## config.mk

```make
export PLATFORM = sky130hd
export DESIGN_NAME = sb_mac16
export DESIGN_NICKNAME = d
export VERILOG_FILES = /design/src/rtl/sb_mac16_pkg.sv /design/src/rtl/sb_mac16_addsub.sv /design/src/rtl/sb_mac16.sv
export SDC_FILE = /design/constraint.sdc
export NUM_CORES = 1
export LEC_CHECK = 0
export ABC_AREA = 1
export BUFFER_PORTS_ARGS = -buffer_cell sky130_fd_sc_hd__buf_2
export CAP_MARGIN = 20
export CORE_ASPECT_RATIO = 0.9
export CORE_UTILIZATION = 34
export CTS_CLUSTER_SIZE = 25
export DETAILED_ROUTE_END_ITERATION = 7
export PLACE_DENSITY = 0.6
export SLEW_MARGIN = 20
export SYNTH_ARGS = -nofsm -noshare
export SYNTH_HDL_FRONTEND = slang
export SYNTH_SLANG_ARGS = --single-unit
```

## constraint.sdc

```tcl
create_clock -name clk -period 2 [get_ports clk]
set_input_delay 0.1 -clock clk [delete_from_list [all_inputs] [get_ports clk]]
set_output_delay 0.1 -clock clk [all_outputs]
set_load 0.02 [all_outputs]
```

## src/rtl/sb_mac16_pkg.sv

```systemverilog
`default_nettype none
// ============================================================================
// Module   : sb_mac16_pkg
// Desc     : Select encodings, widths and the 8x8 multiply helper for sb_mac16.
// Revision : 1.0 - initial release
// ============================================================================
package sb_mac16_pkg;

  localparam int c_BYTE_W = 8;
  localparam int c_HALF_W = 16;
  localparam int c_FULL_W = 32;

  localparam logic UPPER_Q  = 1'b0;
  localparam logic UPPER_CD = 1'b1;

  localparam logic [1:0] LOWER_AB    = 2'b00;
  localparam logic [1:0] LOWER_8X8   = 2'b01;
  localparam logic [1:0] LOWER_16X16 = 2'b10;
  localparam logic [1:0] LOWER_ZERO  = 2'b11;

  localparam logic [1:0] CARRY_0       = 2'b00;
  localparam logic [1:0] CARRY_1       = 2'b01;
  localparam logic [1:0] CARRY_CASCADE = 2'b10;
  localparam logic [1:0] CARRY_CI      = 2'b11;

  localparam logic [1:0] OUT_SUM   = 2'b00;
  localparam logic [1:0] OUT_ACC   = 2'b01;
  localparam logic [1:0] OUT_8X8   = 2'b10;
  localparam logic [1:0] OUT_16X16 = 2'b11;

  // Each byte is widened to 9 bits so one signed multiply covers every signedness mix.
  function automatic logic signed [17:0] mulExt(input logic [7:0] a, input logic aSgn,
                                                input logic [7:0] b, input logic bSgn);
    logic signed [8:0] ax;
    logic signed [8:0] bx;
    ax = {aSgn & a[7], a};
    bx = {bSgn & b[7], b};
    return ax * bx;
  endfunction

endpackage : sb_mac16_pkg
`default_nettype wire

```

## src/rtl/sb_mac16_addsub.sv

```systemverilog
`default_nettype none
// ============================================================================
// Module   : sb_mac16_addsub
// Desc     : One 16-bit half of the MAC16 adder: operand/carry muxing, add or
//            subtract, accumulator half and output select.
// Revision : 1.0 - initial release
// ============================================================================
module sb_mac16_addsub
  import sb_mac16_pkg::*;
#(
  parameter logic       UPPER_INPUT   = UPPER_Q,
  parameter logic [1:0] LOWER_INPUT   = LOWER_AB,
  parameter logic [1:0] CARRY_SELECT  = CARRY_0,
  parameter logic [1:0] OUTPUT_SELECT = OUT_SUM
) (
  input  logic                clk,
  input  logic                rst,
  input  logic                CE,
  input  logic [c_HALF_W-1:0] cdIn,
  input  logic [c_HALF_W-1:0] abIn,
  input  logic [c_HALF_W-1:0] mult8In,
  input  logic [c_HALF_W-1:0] mult16In,
  input  logic                cascadeIn,
  input  logic                CI,
  input  logic                addSub,
  input  logic                oHold,
  input  logic                oLoad,
  output logic                co,
  output logic [c_HALF_W-1:0] out
);

  logic [c_HALF_W-1:0] r_acc;
  logic [c_HALF_W-1:0] w_upper;
  logic [c_HALF_W-1:0] w_lower;
  logic                w_cin;
  logic [c_HALF_W:0]   w_sum17;

  always_comb begin
    w_upper = (UPPER_INPUT == UPPER_CD) ? cdIn : r_acc;
    case (LOWER_INPUT)
      LOWER_AB:    w_lower = abIn;
      LOWER_8X8:   w_lower = mult8In;
      LOWER_16X16: w_lower = mult16In;
      default:     w_lower = '0;
    endcase
    case (CARRY_SELECT)
      CARRY_0:       w_cin = 1'b0;
      CARRY_1:       w_cin = 1'b1;
      CARRY_CASCADE: w_cin = cascadeIn;
      default:       w_cin = CI;
    endcase
    // Bit 16 is the carry on add and the borrow on subtract.
    if (addSub)
      w_sum17 = {1'b0, w_upper} - {1'b0, w_lower} - {{c_HALF_W{1'b0}}, w_cin};
    else
      w_sum17 = {1'b0, w_upper} + {1'b0, w_lower} + {{c_HALF_W{1'b0}}, w_cin};
  end

  assign co = w_sum17[c_HALF_W];

  always_ff @(posedge clk or negedge rst) begin
    if (!rst)
      r_acc <= '0;
    else if (CE && !oHold)
      r_acc <= oLoad ? cdIn : w_sum17[c_HALF_W-1:0];
  end

  always_comb begin
    case (OUTPUT_SELECT)
      OUT_SUM: out = w_sum17[c_HALF_W-1:0];
      OUT_ACC: out = r_acc;
      OUT_8X8: out = mult8In;
      default: out = mult16In;
    endcase
  end

endmodule : sb_mac16_addsub
`default_nettype wire

```

## src/rtl/sb_mac16.sv

```systemverilog
`default_nettype none
// ============================================================================
// Module   : sb_mac16
// Desc     : 16x16 multiply/add/accumulate slice, iCE40 MAC16 compatible.
//            Optional input/pipeline registers exist only when
//            SB_MAC16_PIPELINE_EN is defined.
// Revision : 1.0 - initial release
// ============================================================================
module sb_mac16
  import sb_mac16_pkg::*;
#(
  parameter int         A_SIGNED                 = 0,
  parameter int         B_SIGNED                 = 0,
  parameter int         MODE_8x8                 = 0,
  parameter int         A_REG                    = 0,
  parameter int         B_REG                    = 0,
  parameter int         C_REG                    = 0,
  parameter int         D_REG                    = 0,
  parameter int         TOP_8x8_MULT_REG         = 0,
  parameter int         BOT_8x8_MULT_REG         = 0,
  parameter int         PIPELINE_16x16_MULT_REG1 = 0,
  parameter int         PIPELINE_16x16_MULT_REG2 = 0,
  parameter logic       TOPADDSUB_UPPERINPUT     = 1'b0,
  parameter logic [1:0] TOPADDSUB_LOWERINPUT     = 2'b00,
  parameter logic [1:0] TOPADDSUB_CARRYSELECT    = 2'b00,
  parameter logic [1:0] TOPOUTPUT_SELECT         = 2'b00,
  parameter logic       BOTADDSUB_UPPERINPUT     = 1'b0,
  parameter logic [1:0] BOTADDSUB_LOWERINPUT     = 2'b00,
  parameter logic [1:0] BOTADDSUB_CARRYSELECT    = 2'b00,
  parameter logic [1:0] BOTOUTPUT_SELECT         = 2'b00
) (
  input  logic        clk,
  input  logic        rst,
  input  logic        CE,
  input  logic [15:0] A,
  input  logic [15:0] B,
  input  logic [15:0] C,
  input  logic [15:0] D,
  input  logic        AHOLD,
  input  logic        BHOLD,
  input  logic        CHOLD,
  input  logic        DHOLD,
  input  logic        OHOLDTOP,
  input  logic        OHOLDBOT,
  input  logic        OLOADTOP,
  input  logic        OLOADBOT,
  input  logic        ADDSUBTOP,
  input  logic        ADDSUBBOT,
  input  logic        CI,
  output logic        CO,
  output logic [31:0] O
);

`ifdef SB_MAC16_PIPELINE_EN
  localparam bit c_PIPE_EN = 1'b1;
`else
  localparam bit c_PIPE_EN = 1'b0;
`endif

  localparam bit c_A_REG   = c_PIPE_EN && (A_REG != 0);
  localparam bit c_B_REG   = c_PIPE_EN && (B_REG != 0);
  localparam bit c_C_REG   = c_PIPE_EN && (C_REG != 0);
  localparam bit c_D_REG   = c_PIPE_EN && (D_REG != 0);
  localparam bit c_F_REG   = c_PIPE_EN && (TOP_8x8_MULT_REG != 0);
  localparam bit c_J_REG   = c_PIPE_EN && (BOT_8x8_MULT_REG != 0);
  localparam bit c_PP_REG  = c_PIPE_EN && (PIPELINE_16x16_MULT_REG1 != 0);
  localparam bit c_P_REG   = c_PIPE_EN && (PIPELINE_16x16_MULT_REG2 != 0);
  localparam bit c_A_SGN   = (A_SIGNED != 0);
  localparam bit c_B_SGN   = (B_SIGNED != 0);
  localparam bit c_MODE8   = (MODE_8x8 != 0);
  localparam logic [3:0] c_IN_REG = {c_D_REG, c_C_REG, c_B_REG, c_A_REG};
  localparam int c_PP_W    = 2 * c_HALF_W + 36;

  logic [3:0][c_HALF_W-1:0] w_inRaw;
  logic [3:0][c_HALF_W-1:0] w_in;
  logic [3:0]               w_inHold;
  logic [c_HALF_W-1:0]      w_a, w_b, w_c, w_d;

  assign w_inRaw  = {D, C, B, A};
  assign w_inHold = {DHOLD, CHOLD, BHOLD, AHOLD};

  genvar gi;
  generate
    for (gi = 0; gi < 4; gi++) begin : g_in
      if (c_IN_REG[gi]) begin : g_reg
        logic [c_HALF_W-1:0] r_val;
        always_ff @(posedge clk or negedge rst) begin
          if (!rst)
            r_val <= '0;
          else if (CE && !w_inHold[gi])
            r_val <= w_inRaw[gi];
        end
        assign w_in[gi] = r_val;
      end else begin : g_pass
        assign w_in[gi] = w_inRaw[gi];
      end
    end
  endgenerate

  assign {w_d, w_c, w_b, w_a} = w_in;

  // Low bytes are only signed when the slice runs as two independent 8x8s.
  logic signed [17:0] w_fFull, w_jFull, w_kFull, w_gFull;
  logic [c_HALF_W-1:0] w_f, w_j, w_fOut, w_jOut;

  assign w_fFull = mulExt(w_a[15:8], c_A_SGN, w_b[15:8], c_B_SGN);
  assign w_jFull = mulExt(w_a[7:0], c_MODE8 & c_A_SGN, w_b[7:0], c_MODE8 & c_B_SGN);
  assign w_kFull = mulExt(w_a[15:8], c_A_SGN, w_b[7:0], 1'b0);
  assign w_gFull = mulExt(w_a[7:0], 1'b0, w_b[15:8], c_B_SGN);
  assign w_f     = w_fFull[c_HALF_W-1:0];
  assign w_j     = w_jFull[c_HALF_W-1:0];

  generate
    if (c_F_REG) begin : g_fReg
      logic [c_HALF_W-1:0] r_f;
      always_ff @(posedge clk or negedge rst) begin
        if (!rst)    r_f <= '0;
        else if (CE) r_f <= w_f;
      end
      assign w_fOut = r_f;
    end else begin : g_fPass
      assign w_fOut = w_f;
    end

    if (c_J_REG) begin : g_jReg
      logic [c_HALF_W-1:0] r_j;
      always_ff @(posedge clk or negedge rst) begin
        if (!rst)    r_j <= '0;
        else if (CE) r_j <= w_j;
      end
      assign w_jOut = r_j;
    end else begin : g_jPass
      assign w_jOut = w_j;
    end
  endgenerate

  logic [c_PP_W-1:0]   w_ppRaw, w_pp;
  logic [c_HALF_W-1:0] w_fPp, w_jPp;
  logic [17:0]         w_kPp, w_gPp;
  logic [c_FULL_W-1:0] w_pRaw, w_pFull, w_p;

  assign w_ppRaw = {w_f, w_j, w_kFull, w_gFull};

  generate
    if (c_PP_REG) begin : g_ppReg
      logic [c_PP_W-1:0] r_pp;
      always_ff @(posedge clk or negedge rst) begin
        if (!rst)    r_pp <= '0;
        else if (CE) r_pp <= w_ppRaw;
      end
      assign w_pp = r_pp;
    end else begin : g_ppPass
      assign w_pp = w_ppRaw;
    end
  endgenerate

  assign {w_fPp, w_jPp, w_kPp, w_gPp} = w_pp;
  // Cross terms are sign-extended so the 32-bit sum is exact for any signedness.
  assign w_pRaw = {w_fPp, 16'h0000}
                + (({{14{w_kPp[17]}}, w_kPp} + {{14{w_gPp[17]}}, w_gPp}) << 8)
                + {16'h0000, w_jPp};

  generate
    if (c_P_REG) begin : g_pReg
      logic [c_FULL_W-1:0] r_p;
      always_ff @(posedge clk or negedge rst) begin
        if (!rst)    r_p <= '0;
        else if (CE) r_p <= w_pRaw;
      end
      assign w_pFull = r_p;
    end else begin : g_pPass
      assign w_pFull = w_pRaw;
    end
  endgenerate

  assign w_p = c_MODE8 ? '0 : w_pFull;

  logic                w_botCo;
  logic [c_HALF_W-1:0] w_topOut, w_botOut;

  sb_mac16_addsub #(
    .UPPER_INPUT  (BOTADDSUB_UPPERINPUT),
    .LOWER_INPUT  (BOTADDSUB_LOWERINPUT),
    .CARRY_SELECT (BOTADDSUB_CARRYSELECT),
    .OUTPUT_SELECT(BOTOUTPUT_SELECT)
  ) u_bot (
    .clk(clk), .rst(rst), .CE(CE),
    .cdIn(w_d), .abIn(w_b), .mult8In(w_jOut), .mult16In(w_p[15:0]),
    .cascadeIn(CI), .CI(CI), .addSub(ADDSUBBOT),
    .oHold(OHOLDBOT), .oLoad(OLOADBOT),
    .co(w_botCo), .out(w_botOut)
  );

  sb_mac16_addsub #(
    .UPPER_INPUT  (TOPADDSUB_UPPERINPUT),
    .LOWER_INPUT  (TOPADDSUB_LOWERINPUT),
    .CARRY_SELECT (TOPADDSUB_CARRYSELECT),
    .OUTPUT_SELECT(TOPOUTPUT_SELECT)
  ) u_top (
    .clk(clk), .rst(rst), .CE(CE),
    .cdIn(w_c), .abIn(w_a), .mult8In(w_fOut), .mult16In(w_p[31:16]),
    .cascadeIn(w_botCo), .CI(CI), .addSub(ADDSUBTOP),
    .oHold(OHOLDTOP), .oLoad(OLOADTOP),
    .co(CO), .out(w_topOut)
  );

  assign O = {w_topOut, w_botOut};

  // Hold inputs and the widened product top bits are dead in some builds.
  logic w_unused;
  assign w_unused = ^{w_inHold, w_fFull[17:16], w_jFull[17:16]};

endmodule : sb_mac16
`default_nettype wire

```

==> impl_summary.log <==
INFO  metric worst_r2r_startpoint = u_top.r_acc[3]
INFO  metric unrepaired_setup_endpoints_after_global_routing = yes
INFO  metric final_min_period_over_clock_period = 119%
INFO  metric fmax = 420 MHz
INFO  metric cts_made_buffers = 5
INFO  metric die_width = ~120 µm
INFO  metric design.core.area = 0.0122 mm²
INFO  metric die_area = 0.0130 mm²
INFO  metric critical_path_cell_by_cell = buf_8, inv_6, nand2_4, buf_6, nor3_4, nand4_1, nand2_1, xor2_1, ha_2, nand2_2, o21ai_0, a21oi_2, nand2_1, nand2_1, nand2_1, buf_6
INFO  metric routed_via_density = 4.77
INFO  metric post-route-worst-setup-slack = -0.383 ns
INFO  metric timing.critical_path.max_delay_family = simple AND/OR/NAND/NOR gates
INFO  metric grt_antenna_before_repair = 0
INFO  metric routed.top_layer = met4
INFO  metric die_h = 108 µm
INFO  metric ctsHtreeMaxLevel = 2
INFO  metric mappedNetlistNets = 823
INFO  metric cap_violations = 0
INFO  metric clock_insertion_delay_worst_skew = 0.28 ns
INFO  metric holdPathStages = 3
INFO  metric timing_worst_slew_pin_value = around 0.5 ns
INFO  metric cp_data_required_time = ~1.9 ns
INFO  metric avgSynthCellArea = 6.03 µm²
INFO  metric crit-reg2reg-capture = u_top.r_acc[15]
INFO  metric pre_cts_ws = -0.538 ns
INFO  metric critical_path.max_stage_delay = about 0.33 ns
INFO  metric routed-via-count = between 5,000 and 6,000
INFO  metric critical_path.startpoint_type = primary input
INFO  metric timing.reg2reg.setup_slack = -0.06 ns
INFO  metric critical_path_arrival = 2.28 ns
INFO  metric failed_checks = setup timing
INFO  metric reg2reg_depth = 16
INFO  metric hold_end = u_top.r_acc[0]
INFO  metric synth_area_leader_cell = sky130_fd_sc_hd__dfrtp_1
INFO  metric min-delay-path-class = primary input to flip-flop
INFO  metric post-dp-hpwl = 10,300 µm
INFO  metric setup_viol_count_final = 32
INFO  metric powerDensity = 1150 mW/mm²
INFO  metric post_synth_main_area_contributors = sky130_fd_sc_hd__dfrtp_1, sky130_fd_sc_hd__nand2_1, sky130_fd_sc_hd__ha_1, sky130_fd_sc_hd__inv_1, sky130_fd_sc_hd__nor2_1
INFO  metric drc_violation_count_after_routing = 0
INFO  metric drtIter0Drc = 212
INFO  metric met2_length = 7840 µm
INFO  metric run_status = finished, violations left
INFO  metric wirelength_met1 = 7300 µm
INFO  metric report.final.hold_viol_count = 0
INFO  metric wire_length_on_met3 = 624 µm
INFO  metric peakVddDrop = about 0.66 mV
INFO  metric synth.yosys.seq_area_share = 18.7%
INFO  metric critical_path.most_common_cell = sky130_fd_sc_hd__nand2_1
INFO  metric syn2layout_area_growth = 90.8%
INFO  metric syn_warnings = 0
INFO  metric max_slew_margin = 66.5%
INFO  metric wl_per_cell = 14.2 µm
INFO  metric worstPathBufferInverterCount = 4
INFO  metric timing.critical_path.fanout_max = 4
INFO  metric dpl-instance-area = 0.00582 mm²
INFO  metric syn-cell-area = 0.00428 mm²
INFO  metric globalRouteOverflowTotal = 0
INFO  metric globalplace.congestion = 0.872
INFO  metric port_buffers = 105
INFO  metric antenna-diode-count = 0
INFO  metric final_antenna_net_count = 0
INFO  metric fin_crit_period = 2.38 ns
INFO  metric final_area = ~0.008 mm²
INFO  metric timing.setup.critical_path_class = primary input to output pin
INFO  metric leakagePower = 4.14 nW
INFO  metric critPathLaunch = A[3]
INFO  metric grt_pass1_wl = between 20,000 and 25,000 µm
INFO  metric fillCellCount = 997
INFO  metric drive_gt1_share = 57.7%
INFO  metric grt_max_degree = 26
INFO  metric via_count_of_the_first_global_routing_pass = 5,034
INFO  metric critPathSlowestCell = sky130_fd_sc_hd__ha_2
INFO  metric ys_ff_latch = 32
INFO  metric timing.final.max_slew_violations = 0
INFO  metric worst_clock_skew = 0.00836 ns
INFO  metric library_cell_used_as_clock_root_buffer = sky130_fd_sc_hd__clkbuf_16
INFO  metric layout.nets = 1,076
INFO  metric initial_utilization = a little over a third
INFO  metric cts-root-to-sink-buffers = 2
INFO  metric top_cell_type_s_share_of_synthesized_area = 18.7%
INFO  metric postLayoutCoreUtil = 67.1%
INFO  metric crit_path_end_kind = output pin
INFO  metric hold_path.startpoint = C[0]
INFO  metric clkTransAtPathRegs = 0.06 ns
INFO  metric netlist-cell-type-count = 39
INFO  metric gr-usage-all-layers = 23.1%
INFO  metric clock-sinks = 32
INFO  metric totalWireLength = 16,000 µm
INFO  metric tritoncts = done
INFO  metric dr.pass1.iters = 5
INFO  metric io_pins = 111
INFO  metric synthCells = 710
INFO  metric rows = 38
logic make-up (layout without fill, tap and decap cells):
family	count (synthesis)	after routing	synth area share [%]
buf+inv	128	382	12.0
xor+xnor	40	40	8.53
simple gates	385	385	38.3
flops	32	32	18.7
compound gates	90	90	11.9
fa+ha+maj	35	35	10.6
repair_timing:
item | in CTS | in global routing
gates resized for setup | 235 | 202
hold buffers | 1 | 0
endpoints found under the setup margin | 43 | 46
gates cloned | 0 | 0
hold endpoints to repair | 15 | 0
setup buffers | 36 | 22
pin swaps | 123 | 114
placed cells by master, fill, tap and decap left out, types with 7 or more instances in the layout:
cell type / count
sky130_fd_sc_hd__dfrtp_1: 32
sky130_fd_sc_hd__a21oi_1: 21
sky130_fd_sc_hd__xor2_1: 22
sky130_fd_sc_hd__nor2_2: 14
sky130_fd_sc_hd__nand2_2: 63
sky130_fd_sc_hd__nor2_1: 62
sky130_fd_sc_hd__inv_2: 18
sky130_fd_sc_hd__buf_6: 61
sky130_fd_sc_hd__o21ai_0: 17
sky130_fd_sc_hd__nand3_4: 9
sky130_fd_sc_hd__o21ai_2: 11
sky130_fd_sc_hd__buf_2: 70
sky130_fd_sc_hd__nor2_4: 18
sky130_fd_sc_hd__ha_4: 25
sky130_fd_sc_hd__nand2_1: 127
sky130_fd_sc_hd__inv_4: 11
sky130_fd_sc_hd__nand2_4: 32
sky130_fd_sc_hd__xnor2_2: 7
sky130_fd_sc_hd__nand3_1: 14
sky130_fd_sc_hd__nand3_2: 25
sky130_fd_sc_hd__inv_1: 81
sky130_fd_sc_hd__a21oi_2: 15
sky130_fd_sc_hd__buf_4: 119
worst reg2reg max path, stage by stage, from the launching register on:
cell and delay (ns):
sky130_fd_sc_hd__dfrtp_1 0.41, sky130_fd_sc_hd__ha_4 0.29, sky130_fd_sc_hd__buf_6 0.09, sky130_fd_sc_hd__buf_6 0.09, sky130_fd_sc_hd__nand2_4 0.06, sky130_fd_sc_hd__nor2_4 0.11
sky130_fd_sc_hd__nand3_2 0.10, sky130_fd_sc_hd__nand2_4 0.12, sky130_fd_sc_hd__nand2_2 0.08, sky130_fd_sc_hd__nand2_1 0.08, sky130_fd_sc_hd__nand2_2 0.06, sky130_fd_sc_hd__buf_4 0.12
sky130_fd_sc_hd__buf_4 0.12, sky130_fd_sc_hd__buf_4 0.12, sky130_fd_sc_hd__nand3_1 0.06, sky130_fd_sc_hd__nand2_1 0.05, sky130_fd_sc_hd__nand2_1 0.05
power breakdown:
part	total (mW)	internal (mW)	leakage, nW	switching, mW
Sequential	0.973	0.807	0.382	0.166
Combinational	7.52	3.62	3.68	3.90
Clock	0.901	0.587	0.0808	0.314
Total	9.40	5.02	4.14	4.38
area by class of cell:
type / instances / area (µm²) / area share (%)
Inverter: 115 / 492 / 6.02
Tap cell: 160 / 200 / 2.45
Multi-Input combinational cell: 550 / 4440 / 54.4
Sequential cell: 32 / 801 / 9.80
Timing Repair Buffer: 259 / 2070 / 25.4
Clock buffer: 6 / 129 / 1.58
Clock inverter: 2 / 35.0 / 0.429
how the worst max path moves through the flow:
stage	endpoint	slack (ns)	cells past startpoint
final	O[30]	-0.38	16
after global placement	O[30]	-0.53	16
after CTS	O[31]	-0.39	16
after global routing	O[30]	-0.55	15
after detailed placement	CO	-0.54	18
after floorplan	u_top.r_acc[7]	-0.00006	15
flip-flops by register name, indices dropped and copies added (netlist names):
| signal | count |
|---|---|
| u_bot.r_acc | 16 |
| u_top.r_acc | 16 |
per-stage QoR:
| stage | power (mW) | TNS, ns | instances | hold WS (ns) |
|---|---|---|---|---|
| finish | 9.40 | -5.80 | 1124 | 0.0917 |
| global route | 9.99 | -10.22 | 1124 | 0.107 |
| CTS | 7.85 | -5.07 | 1108 | 0.0856 |
| detailed placement | 5.42 | -15.47 | 1065 | 0.0998 |
| global placement | 5.41 | -14.44 | 1065 | 0.0937 |
| floorplan | 3.77 | -0.0000639 | 710 | -0.196 |
metal layers:
metal	up-vias	GRT usage, %
li1	2735	-
met1	2491	31.7
met2	121	38.5
met3	20	2.95
met4	0	4.85
met5	-	0
cell usage after synthesis (all sizes together):
master,count
nand4,6
ha,33
xor2,29
clkbuf,9
nor2,94
inv,115
buf,4
a31oi,6
xnor2,11
o31ai,1
nor3,9
nand3,48
o21bai,3
fa,2
nor4,1
o21ai,35
or2,3
a21oi,42
and2,1
and3,1
nand2,222
a21o,3
dfrtp,32
Power figures use the tool's default switching activity.
